--- src/rtl/param_fifo_buffer.sv ---
// param_fifo_buffer: DEPTH x NUMBITS first-word-fall-through FIFO with occupancy
// status and sticky overflow/underflow flags. Define PARAM_FIFO_BUFFER_ALMOST_EN for almost_full/almost_empty.
module param_fifo_buffer #(
    parameter int NUMBITS = 8,
    parameter int DEPTH   = 4,
`ifdef PARAM_FIFO_BUFFER_ALMOST_EN
    parameter int AFULL_LVL  = DEPTH - 1,
    parameter int AEMPTY_LVL = 1,
`endif
    localparam int CNTBITS = $clog2(DEPTH) + 1
) (
    input  logic               clk,
    input  logic               n_rst,
    input  logic               clear,
    input  logic               push,
    input  logic [NUMBITS-1:0] p_in,
    input  logic               pop,
    output logic [NUMBITS-1:0] p_out,
    output logic               empty,
    output logic               full,
    output logic [CNTBITS-1:0] count,
`ifdef PARAM_FIFO_BUFFER_ALMOST_EN
    output logic               almost_full,
    output logic               almost_empty,
`endif
    output logic               overflow,
    output logic               underflow
);

    localparam int PTRBITS = $clog2(DEPTH);

    logic [NUMBITS-1:0] mem [DEPTH];
    logic [PTRBITS-1:0] wr_ptr, rd_ptr;
    logic [CNTBITS-1:0] count_q;
    logic               overflow_q, underflow_q;

    logic               push_ok, pop_ok;
    logic [PTRBITS-1:0] wr_ptr_d, rd_ptr_d;
    logic [CNTBITS-1:0] count_d;
    logic               overflow_d, underflow_d;

    // Handshake: a push is taken when there is room or a pop frees a slot in the
    // same cycle; a pop is taken whenever a word is stored. Rejections only set flags.
    always_comb begin
        push_ok     = push && (!full || pop);
        pop_ok      = pop && !empty;
        wr_ptr_d    = wr_ptr;
        rd_ptr_d    = rd_ptr;
        count_d     = count_q;
        overflow_d  = overflow_q;
        underflow_d = underflow_q;

        if (push_ok) begin
            wr_ptr_d = wr_ptr + PTRBITS'(1);
        end
        if (pop_ok) begin
            rd_ptr_d = rd_ptr + PTRBITS'(1);
        end

        if (push_ok && !pop_ok) begin
            count_d = count_q + CNTBITS'(1);
        end else if (pop_ok && !push_ok) begin
            count_d = count_q - CNTBITS'(1);
        end

        if (push && !push_ok) begin
            overflow_d = 1'b1;
        end
        if (pop && !pop_ok) begin
            underflow_d = 1'b1;
        end
    end

    always_ff @(posedge clk) begin
        if (!n_rst || clear) begin
            wr_ptr      <= '0;
            rd_ptr      <= '0;
            count_q     <= '0;
            overflow_q  <= 1'b0;
            underflow_q <= 1'b0;
        end else begin
            wr_ptr      <= wr_ptr_d;
            rd_ptr      <= rd_ptr_d;
            count_q     <= count_d;
            overflow_q  <= overflow_d;
            underflow_q <= underflow_d;
        end
    end

    // Storage is not reset; the head is read combinationally, so a full
    // push+pop reads the old head before the edge overwrites that slot.
    always_ff @(posedge clk) begin
        if (n_rst && !clear && push_ok) begin
            mem[wr_ptr] <= p_in;
        end
    end

    always_comb begin
        empty     = (count_q == '0);
        full      = (count_q == CNTBITS'(DEPTH));
        count     = count_q;
        overflow  = overflow_q;
        underflow = underflow_q;
        p_out     = empty ? '0 : mem[rd_ptr];
    end

`ifdef PARAM_FIFO_BUFFER_ALMOST_EN
    always_comb begin
        almost_full  = (count_q >= CNTBITS'(AFULL_LVL));
        almost_empty = (count_q <= CNTBITS'(AEMPTY_LVL));
    end
`endif

endmodule

--- config.mk ---
export PLATFORM = sky130hd
export DESIGN_NAME = param_fifo_buffer
export DESIGN_NICKNAME = d
export VERILOG_FILES = /design/src/rtl/param_fifo_buffer.sv
export SDC_FILE = /design/constraint.sdc
export NUM_CORES = 1
export LEC_CHECK = 0
export CORE_ASPECT_RATIO = 1.4
export CORE_UTILIZATION = 30
export DETAILED_ROUTE_END_ITERATION = 8
export GPL_ROUTABILITY_DRIVEN = 0
export PLACE_DENSITY = 0.62
export SYNTH_ARGS = -nofsm -noshare
export SYNTH_HDL_FRONTEND = slang
export SYNTH_SLANG_ARGS = --single-unit
export TNS_END_PERCENT = 1
--- constraint.sdc ---
create_clock -name clk -period 3.34 [get_ports clk]
set_input_delay 0.668 -clock clk [delete_from_list [all_inputs] [get_ports clk]]
set_output_delay 0.668 -clock clk [all_outputs]
set_load 0.05 [all_outputs]
==> results.py, run 1 <==
metrics = {
    "run_status": {
        "outcome": "completed",
    },
    "global_route": {
        "grtUsageTotal_pct": 11.43,
        "grt_pass1_vias": 1083,
        "grt_max_degree": 14,
        "grt_overflow": 0,
        "antenna_found_initial": 0,
        "grt_pass1_wl_mm": 5.126,
    },
    "logic_synthesis": {
        "yosys.cell_types.count": 28,
        "syn_nets": 129,
        "synthDominantCellAreaShare_pct": 54.62,
        "synth_edf_count": 32,
        "ys_seq_area_share_pct": 67.14,
        "synth.most_common_cell": "edfxtp_1",
        "synth_common_cells": "32 x edfxtp_1, 11 x dfxtp_1, 9 x nor2b_1",
        "synthesis.area_sq_um": 1759,
        "ys_warn_count": 0,
        "synth.avg_cell_area_sq_um": 15.99,
        "synth_ff_type": "edfxtp_1",
        "syn_inst": 110,
        "synth_area_leaders": "edfxtp_1 55%, dfxtp_1 13%, mux4_2 10%",
        "synth_top_cell_by_area": "edfxtp_1",
        "ys_seq_elements": 43,
        "synthArstFlopShare_pct": 0,
    },
    "critical_path": {
        "crit_path_end_kind": "output port",
        "startpoint_type": "flop",
        "criticalPathCategory": "flop to output port",
        "cp_max_fo": 8,
        "cp.arrival_ps": 2360,
        "required_ps": 2670,
    },
    "power": {
        "max-vdd-ir-drop_mv": 0.3719,
        "p_leak_nw": 0.7467,
        "finalPower_mw": 1.195,
        "powerDensity_nw_per_um2": 539.6,
    },
    "layout": {
        "fillCellCount": 509,
        "multi_input_area_sq_um": 539.3,
        "final_nets": 161,
        "drive_gt1_share_pct": 13.99,
        "diodes": 0,
        "area_growth_pct": 25.89,
        "seqCellArea_sq_um": 1181,
        "fin_util_pct": 39.79,
    },
    "sta": {
        "final.setup.tns_ps": 0,
        "rsz0062_at_grt": "false",
        "worst_pin_slew_ps": 542.0,
        "max_slew_margin_pct": 63.82,
        "fin_worst_skew_ps": 6.922,
        "finalSetupViolations": 0,
        "drv_slew": 0,
        "fin_crit_sh_pct": 90.60,
        "whs_ps": 479.4,
        "finalCriticalPeriod_ps": 3026,
        "fmax_mhz": 330.5,
        "final-hold-violation-count": 0,
    },
    "clock_tree": {
        "cts_buffers": 5,
        "hold_buffers": 0,
        "cts_root_buf": "clkbuf_8",
        "cts_buffer_depth": 2,
        "cts_tree": "done",
        "cts.clk_slew.worst_paths_ps": 80,
        "clk_latency_ps": 290,
        "cts-resized-gates": 0,
        "htree_levels": 2,
        "clock-sinks": 43,
        "post_cts_buffers": 0,
    },
    "routing": {
        "viasPerCell": 4.744,
        "drt_iter0_markers": 23,
        "vias": 1001,
        "drtAntennaViolNets": 0,
        "drc": 0,
        "routed_wl_mm": 3.104,
        "wire_per_inst_microns": 14.71,
        "dr.pass1.iters": 4,
    },
    "flow_run": {
        "maxCapViolations": 0,
    },
    "floorplan": {
        "row_count": 32,
        "start_util_pct": 31.61,
        "die_width_microns": 66.72,
        "die_h_microns": 92.61,
        "core_area_sq_um": 5565,
        "die-area_sq_um": 6179,
        "ios": 28,
    },
    "placed_design": {
        "io_buffer_count": 27,
        "hpwl_mm": 2.209,
    },
    "hold_path": {
        "min_path_type": "flop to flop",
    },
}
## logic make-up after synthesis
| family | after synthesis | synth area share [%] |
|---|---|---|
| AO/OA/AOI/OAI | 10 | 3.485 |
| AND/OR/NAND/NOR | 30 | 10.17 |
| flip-flops | 43 | 67.14 |
| adder cells (fa/ha/maj) | 6 | 4.694 |
| buffers and inverters | 9 | 2.205 |
| XOR/XNOR | 3 | 1.494 |
| multiplexers | 9 | 10.81 |
## layer usage
metal / routed length (microns) / GRT usage, % / part of all wire [%]
met5: 0 / 0 / 0
met4: 45 / 3.723 / 1.4
met3: 171 / 4.433 / 5.5
met2: 1628 / 19.95 / 52
met1: 1259 / 12.30 / 41
## power by group
group,internal (mW),switching (mW),leakage [nW]
Clock,0.219,0.164,0.0556
Sequential,0.584,0.0144,0.378
Combinational,0.0838,0.130,0.313
## layout make-up
type,count,share of cell area (%)
Inverter,5,0.8475
Tap cell,68,3.842
Clock buffer,5,3.107
Clock inverter,3,1.751
Timing Repair Buffer,29,12.77
Sequential cell,43,53.33
Multi-Input combinational cell,58,24.35
## state kept, by name (all words and copies together) (netlist names), named ones only
| name | cells |
|---|---|
| wr_ptr | 2 |
| count | 3 |
| mem | 32 |
| rd_ptr | 2 |
| overflow | 1 |
| underflow | 1 |
## critical path: stages (launching register included)
cell and delay (ps):
dfxtp_1 670, mux4_2 560, nor2b_1 150, clkdlybuf4s50_1 700
## path summary, 6_finish.rpt
kind / end / from / slack, ps / cells past startpoint
setup / recovery: p_out[6] / flop / 310 / 3
hold / removal: underflow / underflow / 480 / 2
setup reg to reg: count[2] / count[0] / 980 / 8
hold reg to reg: underflow / underflow / 480 / 2
## cells in the final DEF (no fill, tap or decap), types with 2 or more instances in the layout
cell type        synthesis  final
edfxtp_1                32     32
clkdlybuf4s50_1          0     26
dfxtp_1                 11     11
nor2b_1                  9      9
mux4_2                   8      8
nor2_1                   7      7
inv_1                    5      5
ha_1                     5      5
clkbuf_8                 0      5
and3_1                   4      4
a21oi_1                  4      4
o21ai_0                  3      3
xor2_1                   3      3
buf_4                    1      3
or3_1                    2      2
## metrics by stage
| stage | std cells | setup slack, ps | area, sq um |
|---|---|---|---|
| global route | 211 | 144.2 | 2215 |
| CTS | 211 | 206.2 | 2215 |
| floorplan | 110 | 687.3 | 1759 |
| finish | 211 | 314.0 | 2215 |
| detailed placement | 203 | 309.8 | 2107 |
| global placement | 203 | 421.5 | 2107 |
No activity file was read; power rests on OpenSTA's default activity.
==> run 2, diff against run 1 <==
- PLACE_DENSITY: 0.62 -> 0.57
==> run 2 against run 1 <==
Against the previous run: utilization down 0.49 points; via count down 0.40%; first-iteration DRC count up 65%; final cell count down 0.47%; register-to-register slack better by 80 ps; flip-flop and latch count unchanged; highest routed layer unchanged; sequential share of layout area up 0.67 points; critical endpoint unchanged; sequential power about the same; largest cell class unchanged; combinational power down 2%.
==> results.py, run 2 (synthesized netlist as in run 1, its figures left out) <==
metrics = {
    "sta": {
        "final.setup.tns_ps": 0,
        "max_slew_margin_pct": 61.93,
        "finalSetupViolations": 0,
        "fin_worst_skew_ps": 9.438,
        "rsz0062_at_grt": "false",
        "fmax_mhz": 326.9,
        "finalCriticalPeriod_ps": 3059,
        "worst_pin_slew_ps": 570.3,
        "worst_slack_ps": 281.3,
        "fin_crit_sh_pct": 91.58,
        "drv_slew": 0,
        "final-hold-violation-count": 0,
    },
    "power": {
        "p_leak_nw": 0.7275,
        "power_frac_clock_pct": 28.0,
        "combPwrFrac_pct": 18.7,
        "finalPower_mw": 1.124,
        "powerDensity_nw_per_um2": 513.9,
        "switching_share_pct": 27.80,
        "p_seq_share_pct": 53.2,
        "netSwitchingPower_mw": 0.3125,
        "power.internal_mw": 0.8114,
        "max-vdd-ir-drop_mv": 0.2111,
    },
    "floorplan": {
        "ios": 28,
        "die_width_microns": 66.72,
        "core_area_sq_um": 5565,
        "start_util_pct": 31.61,
        "die_h_microns": 92.61,
        "row_count": 32,
        "die-area_sq_um": 6179,
    },
    "global_route": {
        "grt_pass1_vias": 1050,
        "grt_overflow": 0,
        "grtUsageTotal_pct": 11.24,
        "grt_max_degree": 14,
        "antenna_found_initial": 0,
        "grt_pass1_wl_mm": 5.050,
    },
    "clock_tree": {
        "htree_levels": 2,
        "cts_buffers": 5,
        "clk_latency_ps": 290,
        "cts.clk_slew.worst_paths_ps": 70,
        "cts_root_buf": "clkbuf_8",
        "hold_buffers": 0,
        "cts_buffer_depth": 2,
        "post_cts_buffers": 0,
        "clock-sinks": 43,
        "cts-resized-gates": 0,
        "cts_tree": "done",
    },
    "routing": {
        "wire_per_inst_microns": 14.81,
        "drt_iter0_markers": 38,
        "routed_wl_mm": 3.111,
        "viasPerCell": 4.748,
        "dr.pass1.iters": 4,
        "vias": 997,
        "drtAntennaViolNets": 0,
        "drc": 0,
    },
    "placed_design": {
        "place_inst": 202,
        "pre_cts_ws_ps": 336.0,
        "hpwl_mm": 2.169,
        "io_buffer_count": 27,
    },
    "critical_path": {
        "slowest_stage": "clkdlybuf4s50_1",
        "cp_max_fo": 8,
        "required_ps": 2670,
        "crit_path_end_kind": "output port",
        "r2r_slack_ps": 1060,
        "path_cells": "mux4_2 -> nor2b_1 -> clkdlybuf4s50_1",
        "critical_path.max_stage_delay_ps": 700,
        "startpoint_type": "flop",
        "cp.arrival_ps": 2390,
        "criticalPathCategory": "flop to output port",
    },
    "layout": {
        "final_nets": 160,
        "mostFrequentLayoutCells": "32 x edfxtp_1, 27 x clkdlybuf4s50_1, 11 x dfxtp_1",
        "diodes": 0,
        "final_cells": 210,
        "multi_input_area_sq_um": 539.3,
        "drive_gt1_share_pct": 12.68,
        "largest-register": "mem",
        "final_common_cell": "edfxtp_1",
        "seqCellArea_sq_um": 1181,
        "largest_reg_flops": 32,
        "area_growth_pct": 24.32,
        "fillCellCount": 518,
    },
    "flow_run": {
        "maxCapViolations": 0,
    },
    "run_status": {
        "outcome": "completed",
    },
    "hold_path": {
        "min_path_type": "flop to flop",
    },
}
==> run 2: cell count changes in the layout (fill, tap and decap cells not counted), sizes merged <==
cell and delta:
clkdlybuf4s50 +1, buf -2, clkbuf +1, clkinv -1
clkinvlp +1, bufinv -1
==> run 2: per-layer routing <==
metal | vias to the layer above | wire (microns) | track usage (%) | part of all wire [%]
li1 | 475 | - | - | -
met4 | 0 | 55 | 4.787 | 1.8
met3 | 6 | 127 | 2.833 | 4.1
met5 | - | 0 | 0 | 0
met1 | 488 | 1335 | 13.22 | 43
met2 | 28 | 1593 | 18.94 | 51
==> run 2: through the flow <==
step                      hold slack, ps  util (%)  area (sq um)
final                              489.9     39.30          2187
after global routing               515.9     39.30          2187
after CTS                          491.2     39.30          2187
after detailed placement           463.1     37.77          2102
after global placement             464.2     37.77          2102
after floorplan                    459.1         -          1759
==> run 2: final timing paths <==
kind | cells past startpoint | endpoint | start
setup / recovery | 3 | p_out[6] | flop
hold / removal | 2 | underflow | underflow
setup reg to reg | 8 | count[2] | count[0]
hold reg to reg | 2 | underflow | underflow
==> run 2: worst max-delay path, delay by kind of cell, from the launching register on <==
| family | cells | cell delay [ps] |
|---|---|---|
| buffers and inverters | 1 | 700 |
| DFF | 1 | 680 |
| muxes | 1 | 580 |
| and+or+nand+nor | 1 | 140 |
==> run 2: final cells by class <==
| class | instances | share of cell area, % |
|---|---|---|
| Inverter | 5 | 0.8581 |
| Clock inverter | 2 | 0.5721 |
| Sequential cell | 43 | 54.00 |
| Timing Repair Buffer | 28 | 12.70 |
| Tap cell | 68 | 3.890 |
| Clock buffer | 6 | 3.318 |
| Multi-Input combinational cell | 58 | 24.66 |
==> run 2: power by group through the flow <==
stage / clock network (mW) / registers, mW / logic, mW
3_5_place_dp: 0 / 0.611 / 0.212
3_3_place_gp: 0 / 0.610 / 0.209
2_1_floorplan: 0 / 0.620 / 0.124
6_report: 0.315 / 0.598 / 0.210
4_1_cts: 0.326 / 0.599 / 0.212
5_1_grt: 0.345 / 0.601 / 0.226
==> run 3, diff against run 2 <==
- CAP_MARGIN: default -> 30
==> results of run 3 <==
No change in the layout: final DEF, timing and power equal those of run 2.
